`src/rtl/video_tx_pkg.sv`:
```
// Shared types and constants for the video transmit timing core.
// Bar colours are 8-bit-per-channel {b,g,r}; they are MSB-aligned to CW where they are used.
package video_tx_pkg;

  typedef enum logic [1:0] {
    BARS  = 2'd0,
    RAMP  = 2'd1,
    CHECK = 2'd2,
    SOLID = 2'd3
  } pattern_e;

  localparam logic [23:0] BAR_WHITE   = 24'hFFFFFF;
  localparam logic [23:0] BAR_YELLOW  = 24'h00FFFF;
  localparam logic [23:0] BAR_CYAN    = 24'hFFFF00;
  localparam logic [23:0] BAR_GREEN   = 24'h00FF00;
  localparam logic [23:0] BAR_MAGENTA = 24'hFF00FF;
  localparam logic [23:0] BAR_RED     = 24'h0000FF;
  localparam logic [23:0] BAR_BLUE    = 24'hFF0000;
  localparam logic [23:0] BAR_BLACK   = 24'h000000;

  function automatic int timing_total(input int front, input int sync,
                                      input int back, input int active);
    return front + sync + back + active;
  endfunction

  // Index 8 and above is the remainder strip to the right of the last bar.
  function automatic logic [23:0] bar_color(input logic [3:0] idx);
    case (idx)
      4'd0:    return BAR_WHITE;
      4'd1:    return BAR_YELLOW;
      4'd2:    return BAR_CYAN;
      4'd3:    return BAR_GREEN;
      4'd4:    return BAR_MAGENTA;
      4'd5:    return BAR_RED;
      4'd6:    return BAR_BLUE;
      default: return BAR_BLACK;
    endcase
  endfunction

endpackage

```
`src/rtl/video_tx_timing_core_if.sv`:
```
// Pixel stream handshake between the upstream resync FIFO and the timing core.
// master = pixel source, slave = timing core.
interface video_tx_timing_core_if #(
  parameter int CW = 8
) ();

  logic              pix_valid;
  logic [3*CW-1:0]   pix_data;
  logic              pix_ready;

  modport master (
    output pix_valid,
    output pix_data,
    input  pix_ready
  );

  modport slave (
    input  pix_valid,
    input  pix_data,
    output pix_ready
  );

endinterface

```
`src/rtl/video_test_pattern.sv`:
```
// Test pattern generator: bars, ramp, checkerboard or solid from raster position.
// Output is registered and forced to zero when en is low, so it can be OR-merged.
module video_test_pattern
  import video_tx_pkg::*;
#(
  parameter int          CW          = 8,
  parameter int          H_ACTIVE    = 1280,
  parameter int          CHECK_LOG2  = 4,
  parameter logic [23:0] SOLID_COLOR = 24'h808080
) (
  input  logic            pixel_clk,
  input  logic            reset_n,
  input  logic            en,
  input  logic [12:0]     x,
  input  logic [12:0]     y,
  input  pattern_e        sel,
  output logic [3*CW-1:0] rgb_p1
);

  localparam int BAR_W = H_ACTIVE / 8;

  function automatic logic [CW-1:0] scale8(input logic [7:0] c);
    logic [CW+7:0] t;
    t = {c, {CW{1'b0}}};
    return t[CW+7 -: CW];
  endfunction

  function automatic logic [3*CW-1:0] scale_bgr(input logic [23:0] c);
    return {scale8(c[23:16]), scale8(c[15:8]), scale8(c[7:0])};
  endfunction

  logic [3:0]      bar_idx;
  logic            chk_bit;
  logic [CW-1:0]   ramp;
  logic [3*CW-1:0] pat_p0;

  always_comb begin
    bar_idx = (BAR_W == 0) ? 4'd8 : 4'd0;
    for (int k = 1; k <= 8; k++) begin
      if (BAR_W != 0 && x >= 13'(k * BAR_W)) bar_idx = 4'(k);
    end
    chk_bit = 1'((x ^ y) >> CHECK_LOG2);
    ramp    = CW'(x);
    pat_p0  = '0;
    unique case (sel)
      BARS:  pat_p0 = scale_bgr(bar_color(bar_idx));
      RAMP:  pat_p0 = {ramp, ramp, ramp};
      CHECK: pat_p0 = chk_bit ? scale_bgr(BAR_WHITE) : '0;
      SOLID: pat_p0 = scale_bgr(SOLID_COLOR);
      default: pat_p0 = '0;
    endcase
  end

  // p0 -> p1: aligned with the live pixel register in the core
  always_ff @(posedge pixel_clk or negedge reset_n) begin
    if (!reset_n) rgb_p1 <= '0;
    else          rgb_p1 <= en ? pat_p0 : '0;
  end

endmodule

```
`src/rtl/video_tx_timing_core.sv`:
```
// Programmable raster timing for the ADV7513 parallel port, sourcing live pixels
// from the resync FIFO or a test pattern, with frame-boundary source switching.
module video_tx_timing_core
  import video_tx_pkg::*;
#(
  parameter int          CW            = 8,
  parameter int          H_FRONT       = 110,
  parameter int          H_SYNC        = 40,
  parameter int          H_BACK        = 220,
  parameter int          H_ACTIVE      = 1280,
  parameter int          V_FRONT       = 5,
  parameter int          V_SYNC        = 5,
  parameter int          V_BACK        = 20,
  parameter int          V_ACTIVE      = 720,
  parameter logic        HS_POL        = 1'b0,
  parameter logic        VS_POL        = 1'b0,
  parameter int          LINE_REQ_LEAD = 16,
  parameter int          CHECK_LOG2    = 4,
  parameter logic [23:0] SOLID_COLOR   = 24'h808080
) (
  input  logic                    pixel_clk,
  input  logic                    reset_n,
  input  logic                    src_ready,
  input  logic [1:0]              pattern_sel,
  video_tx_timing_core_if.slave   pix,
  output logic                    line_req,
  output logic                    frame_start,
  input  logic                    clr_underflow,
  output logic                    underflow,
  output logic                    live,
  output logic                    hsync,
  output logic                    vsync,
  output logic                    de,
  output logic [CW-1:0]           data_r,
  output logic [CW-1:0]           data_g,
  output logic [CW-1:0]           data_b
);

  localparam int HBLANK = timing_total(H_FRONT, H_SYNC, H_BACK, 0);
  localparam int HTOTAL = timing_total(H_FRONT, H_SYNC, H_BACK, H_ACTIVE);
  localparam int VBLANK = timing_total(V_FRONT, V_SYNC, V_BACK, 0);
  localparam int VTOTAL = timing_total(V_FRONT, V_SYNC, V_BACK, V_ACTIVE);

  logic [12:0]     h_cnt, v_cnt;
  logic [12:0]     x_pos, y_pos;
  logic            h_act, v_act, active;
  logic            hs_zone, vs_zone, frame_pos;
  logic            pix_ready_c, pat_en;
  pattern_e        sel_q;
  logic [3*CW-1:0] pix_p1, pat_p1;

  always_ff @(posedge pixel_clk or negedge reset_n) begin
    if (!reset_n) begin
      h_cnt <= '0;
      v_cnt <= '0;
    end else if (h_cnt == 13'(HTOTAL - 1)) begin
      h_cnt <= '0;
      v_cnt <= (v_cnt == 13'(VTOTAL - 1)) ? 13'd0 : v_cnt + 13'd1;
    end else begin
      h_cnt <= h_cnt + 13'd1;
    end
  end

  always_comb begin
    h_act       = h_cnt >= 13'(HBLANK);
    v_act       = v_cnt >= 13'(VBLANK);
    active      = h_act && v_act;
    hs_zone     = (h_cnt >= 13'(H_FRONT)) && (h_cnt < 13'(H_FRONT + H_SYNC));
    vs_zone     = (v_cnt >= 13'(V_FRONT)) && (v_cnt < 13'(V_FRONT + V_SYNC));
    frame_pos   = (h_cnt == 13'd0) && (v_cnt == 13'd0);
    x_pos       = h_cnt - 13'(HBLANK);
    y_pos       = v_cnt - 13'(VBLANK);
    pix_ready_c = active && live;
    pat_en      = active && !live;
  end

  assign pix.pix_ready = pix_ready_c;
  assign line_req      = (h_cnt == 13'(HBLANK - LINE_REQ_LEAD)) && v_act && live;

  // p0 -> p1: sync, enable and source selection registered with the pixel data
  always_ff @(posedge pixel_clk or negedge reset_n) begin
    if (!reset_n) begin
      live        <= 1'b0;
      sel_q       <= BARS;
      underflow   <= 1'b0;
      frame_start <= 1'b0;
      de          <= 1'b0;
      hsync       <= ~HS_POL;
      vsync       <= ~VS_POL;
    end else begin
      if (frame_pos) begin
        live  <= src_ready;
        sel_q <= pattern_e'(pattern_sel);
      end
      if (pix_ready_c && !pix.pix_valid) underflow <= 1'b1;
      else if (clr_underflow)            underflow <= 1'b0;
      frame_start <= frame_pos;
      de          <= active;
      hsync       <= hs_zone ? HS_POL : ~HS_POL;
      vsync       <= vs_zone ? VS_POL : ~VS_POL;
    end
  end

  // A starved live pixel is sent as black rather than stale data.
  always_ff @(posedge pixel_clk or negedge reset_n) begin
    if (!reset_n) pix_p1 <= '0;
    else          pix_p1 <= (pix_ready_c && pix.pix_valid) ? pix.pix_data : '0;
  end

  video_test_pattern #(
    .CW          (CW),
    .H_ACTIVE    (H_ACTIVE),
    .CHECK_LOG2  (CHECK_LOG2),
    .SOLID_COLOR (SOLID_COLOR)
  ) u_pattern (
    .pixel_clk (pixel_clk),
    .reset_n   (reset_n),
    .en        (pat_en),
    .x         (x_pos),
    .y         (y_pos),
    .sel       (sel_q),
    .rgb_p1    (pat_p1)
  );

  // Both sources are zero outside their own active cycles, so OR is a clean merge.
  assign {data_b, data_g, data_r} = pix_p1 | pat_p1;

endmodule
```
`src/flat_wrapper.sv`:
```
// flat-port wrapper written by rule: the top's interface ports become plain ports
module video_tx_timing_core_flat import video_tx_pkg::*;
#(
  parameter int          CW            = 8,
  parameter int          H_FRONT       = 110,
  parameter int          H_SYNC        = 40,
  parameter int          H_BACK        = 220,
  parameter int          H_ACTIVE      = 1280,
  parameter int          V_FRONT       = 5,
  parameter int          V_SYNC        = 5,
  parameter int          V_BACK        = 20,
  parameter int          V_ACTIVE      = 720,
  parameter logic        HS_POL        = 1'b0,
  parameter logic        VS_POL        = 1'b0,
  parameter int          LINE_REQ_LEAD = 16,
  parameter int          CHECK_LOG2    = 4,
  parameter logic [23:0] SOLID_COLOR   = 24'h808080
)
  (pixel_clk, reset_n, src_ready, pattern_sel, line_req, frame_start, clr_underflow, underflow, live, hsync, vsync, de, data_r, data_g, data_b, pix_pix_valid, pix_pix_data, pix_pix_ready);
  video_tx_timing_core_if #(.CW(CW)) pix_i ();
  input  logic pixel_clk;
  input  logic reset_n;
  input  logic src_ready;
  input  logic [1:0] pattern_sel;
  output logic line_req;
  output logic frame_start;
  input  logic clr_underflow;
  output logic underflow;
  output logic live;
  output logic hsync;
  output logic vsync;
  output logic de;
  output logic [CW-1:0] data_r;
  output logic [CW-1:0] data_g;
  output logic [CW-1:0] data_b;
  input wire logic [$bits(pix_i.pix_valid)-1:0] pix_pix_valid;
  input wire logic [$bits(pix_i.pix_data)-1:0] pix_pix_data;
  output wire logic [$bits(pix_i.pix_ready)-1:0] pix_pix_ready;
  assign pix_i.pix_valid = pix_pix_valid;
  assign pix_i.pix_data = pix_pix_data;
  assign pix_pix_ready = pix_i.pix_ready;
  video_tx_timing_core #(.CW(CW), .H_FRONT(H_FRONT), .H_SYNC(H_SYNC), .H_BACK(H_BACK), .H_ACTIVE(H_ACTIVE), .V_FRONT(V_FRONT), .V_SYNC(V_SYNC), .V_BACK(V_BACK), .V_ACTIVE(V_ACTIVE), .HS_POL(HS_POL), .VS_POL(VS_POL), .LINE_REQ_LEAD(LINE_REQ_LEAD), .CHECK_LOG2(CHECK_LOG2), .SOLID_COLOR(SOLID_COLOR)) u_core (.pixel_clk(pixel_clk), .reset_n(reset_n), .src_ready(src_ready), .pattern_sel(pattern_sel), .pix(pix_i), .line_req(line_req), .frame_start(frame_start), .clr_underflow(clr_underflow), .underflow(underflow), .live(live), .hsync(hsync), .vsync(vsync), .de(de), .data_r(data_r), .data_g(data_g), .data_b(data_b));
endmodule
```
`config.mk`:
```
export PLATFORM = sky130hd
export DESIGN_NAME = video_tx_timing_core_flat
export DESIGN_NICKNAME = d
export VERILOG_FILES = /design/src/rtl/video_tx_pkg.sv /design/src/rtl/video_tx_timing_core_if.sv /design/src/rtl/video_test_pattern.sv /design/src/rtl/video_tx_timing_core.sv /design/src/flat_wrapper.sv
export SDC_FILE = /design/constraint.sdc
export NUM_CORES = 1
export LEC_CHECK = 0
export BUFFER_PORTS_ARGS = -buffer_cell sky130_fd_sc_hd__buf_2
export CORE_UTILIZATION = 45
export DETAILED_ROUTE_END_ITERATION = 10
export PLACE_DENSITY_LB_ADDON = 0.1
export SLEW_MARGIN = 0
export SYNTH_ARGS = -nofsm -noshare
export SYNTH_HDL_FRONTEND = slang
export SYNTH_SLANG_ARGS = --single-unit
```
`constraint.sdc`:
```
create_clock -name pixel_clk -period 2.8 [get_ports pixel_clk]
set_clock_uncertainty 0.1 [all_clocks]
set_input_delay 0.42 -clock pixel_clk [delete_from_list [all_inputs] [get_ports pixel_clk]]
set_output_delay 0.42 -clock pixel_clk [all_outputs]
set_load 0.05 [all_outputs]
```
==> results.sh <==
export IMPL_status="completed"
export IMPL_nNetsFinal=531
export IMPL_std_cell_rows=35
export IMPL_grt_pass1_wl_mm=15.1
export IMPL_antenna_found_initial=0
export IMPL_crit_chain="nor2_2, nor4b_1, nor4b_2, buf_2"
export IMPL_grt_usage=0.198
export IMPL_grt_overflow_total=0
export IMPL_holdCritPathClass="in -> async"
export IMPL_period_minus_slack_ns=2.66
export IMPL_cp_top_family="simple AND/OR/NAND/NOR gates"
export IMPL_post_route_worst_setup_slack_ns=0.137
export IMPL_portBuffers=62
export IMPL_cts_hold_buf=0
export IMPL_place_ws_ns=0.237
export IMPL_drtIter0Drc=203
export IMPL_hpwl_mm=6.57
export IMPL_synthCells=425
export IMPL_io_pins=63
export IMPL_routed_wl_mm=9.16
export IMPL_cts_buffers=9
export IMPL_yosysTopAreaCellShare=0.473
export IMPL_fin_crit_sh=0.951
export IMPL_cp_max_fo=14
export IMPL_die_y_um=99.0
export IMPL_diodes=0
export IMPL_synth_seq_area_share=0.486
export IMPL_core_um2=9150
export IMPL_syn_nets=466
export IMPL_ir_worst_vdd_mv=0.263
export IMPL_synth_area_leaders="dfrtp_1 (47%), and2_1 (4.1%), or2_2 (3.7%)"
export IMPL_tightest_slew_ns=0.999
export IMPL_drive_gt1_frac=0.289
export IMPL_rsz0062_at_grt="false"
export IMPL_synth_edf_count=0
export IMPL_yosysTopAreaCell="dfrtp_1"
export IMPL_p_per_area_nw_per_um2=468
export IMPL_crit_slowest_cell="dfrtp_1"
export IMPL_synth_ff_type="dfrtp_1"
export IMPL_relSlewSlack=0.334
export IMPL_syn_avg_cell_area_um2=9.95
export IMPL_ctsHtreeMaxLevel=3
export IMPL_first_pass_iters=4
export IMPL_crit_type="reg -> out"
export IMPL_startpoint_type="flip-flop"
export IMPL_slew_violations=0
export IMPL_end_kind="output pin"
export IMPL_tns_ns=0
export IMPL_async_flop_share=1.00
export IMPL_arrival_ns=2.14
export IMPL_clock_latency_ns=0.36
export IMPL_cp_slowest_stage_delay_ns=0.57
export IMPL_initial_core_util=0.462
export IMPL_fmax_mhz=375
export IMPL_ys_warn_count=0
export IMPL_syn_area_um2=4230
export IMPL_drc=0
export IMPL_synth_seq_cells=82
export IMPL_vias=3220
export IMPL_layout_common_cells="dfrtp_1 (78), buf_2 (61), and2_1 (28), nor2_1 (28)"
export IMPL_ant_nets=0
export IMPL_die_w_um=99.0
export IMPL_power_w=0.00232
export IMPL_cts_tree="yes"
export IMPL_cts_sinks=82
export IMPL_clk_path_buf_depth=2
export IMPL_wl_per_cell_um=15.1
export IMPL_ys_types=62
export IMPL_drv_cap=0
export IMPL_die_area_um2=9790
export IMPL_power_leakage_nw=2.46
export IMPL_final_common_cell="dfrtp_1"
export IMPL_required_ns=2.28
export IMPL_clkTransAtPathRegs_ns=0.09
export IMPL_hold_viol_final=0
export IMPL_vias_per_cell=5.31
export IMPL_place_gp_congestion=0.879
export IMPL_root_buffer="clkbuf_8"
export IMPL_setup_viol=0
export IMPL_syn_to_final_growth_pct=17.1
export IMPL_grt_pass1_vias=3043
export IMPL_critical_path_buf_inv_count=1
export IMPL_grt_max_degree=83
==> what timing repair did <==
| action | 4_1_cts | 5_1_grt |
|---|---|---|
| gates resized for setup | 1 | 4 |
| setup buffers | 0 | 1 |
| pin swaps | 0 | 0 |
| endpoints found under the setup margin | 1 | 2 |
==> report_power, final <==
group / total (W) / switching (W) / internal [W] / leakage [nW]
sequential: 0.00119 / 0.00000510 / 0.00119 / 1.12
clock: 0.00107 / 0.000461 / 0.000608 / 0.127
combinational: 0.0000598 / 0.0000375 / 0.0000222 / 1.22
==> final timing paths <==
path,start,slack [ns],end,cells past startpoint
setup / recovery,u_core.h_cnt[3],0.14,line_req,4
hold / removal,reset_n,0.10,u_core.pix_p1[4],1
setup reg to reg,u_core.h_cnt[3],0.23,u_core.u_pattern.rgb_p1[4],6
hold reg to reg,u_core.v_cnt[12],0.38,u_core.v_cnt[12],1
max in group asynchronous,reset_n,1.81,u_core.h_cnt[6],1
min in group pixel_clk,pix_pix_valid,0.14,u_core.underflow,2
==> worst reg2reg max path, cell delays in order (launching register included) <==
cell,delay [ns]
dfrtp_1,0.57
o311ai_2,0.55
xnor2_2,0.24
a31oi_1,0.13
mux2_2,0.28
o311a_4,0.35
nor3_1,0.25
==> metal layers <==
layer,up-vias,GRT usage,routed length (µm)
met2,69,0.318,4370
li1,1607,-,-
met5,-,0,0
met4,0,0.0746,142
met3,14,0.0376,327
met1,1530,0.268,4330
==> logic make-up (layout without fill, tap and decap cells) <==
family	Yosys count	after routing	synth area share
buf+inv	31	101	0.0322
flops	82	82	0.486
compound gates	74	74	0.119
xor+xnor	25	25	0.0535
fa+ha+maj	10	10	0.0296
mux	5	5	0.0133
simple gates	198	198	0.266
==> cells in the mapped netlist, types with 4 or more instances <==
master	number
nor2b_1	5
o21ai_0	20
a21oi_1	25
or2_2	25
inv_1	9
nand2_1	25
mux2_2	4
nor3_1	11
or3_1	8
nor4_1	4
ha_1	10
xor2_1	10
and2_1	28
xnor2_1	14
nand4_1	11
dfrtp_1	80
nor2_1	29
buf_2	10
nand3_1	19
nand2b_1	4
clkbuf_1	8
and3_1	10
==> final cells by class <==
class	count	area, µm²
inverter	10	37.5
clock inverter	7	128
multi-input combinational	312	2060
clock buffer	9	124
timing repair buffer	75	410
fill	856	4200
sequential	82	2060
tap	111	139
==> state kept, by name, indices dropped and copies added, names as in the netlist <==
signal,count
u_core.pix_p1,24
u_core.h_cnt,13
u_core.frame_start,1
u_core.hsync,1
u_core.v_cnt,13
u_core.underflow,1
u_core.vsync,1
u_core.live,1
u_core.sel_q,2
u_core.de,1
u_core.u_pattern.rgb_p1,24
==> through the flow <==
| step | instance area, µm² | hold slack [ns] | utilization | instances |
|---|---|---|---|---|
| after floorplan | 4240 | 0.0244 | - | 425 |
| after global placement | 4680 | 0.365 | 0.511 | 589 |
| after detailed placement | 4680 | 0.369 | 0.511 | 589 |
| after global routing | 4950 | 0.124 | 0.541 | 606 |
| after CTS | 4940 | 0.121 | 0.539 | 605 |
| final | 4950 | 0.104 | 0.541 | 606 |
No activity file was read; power rests on OpenSTA's default activity.
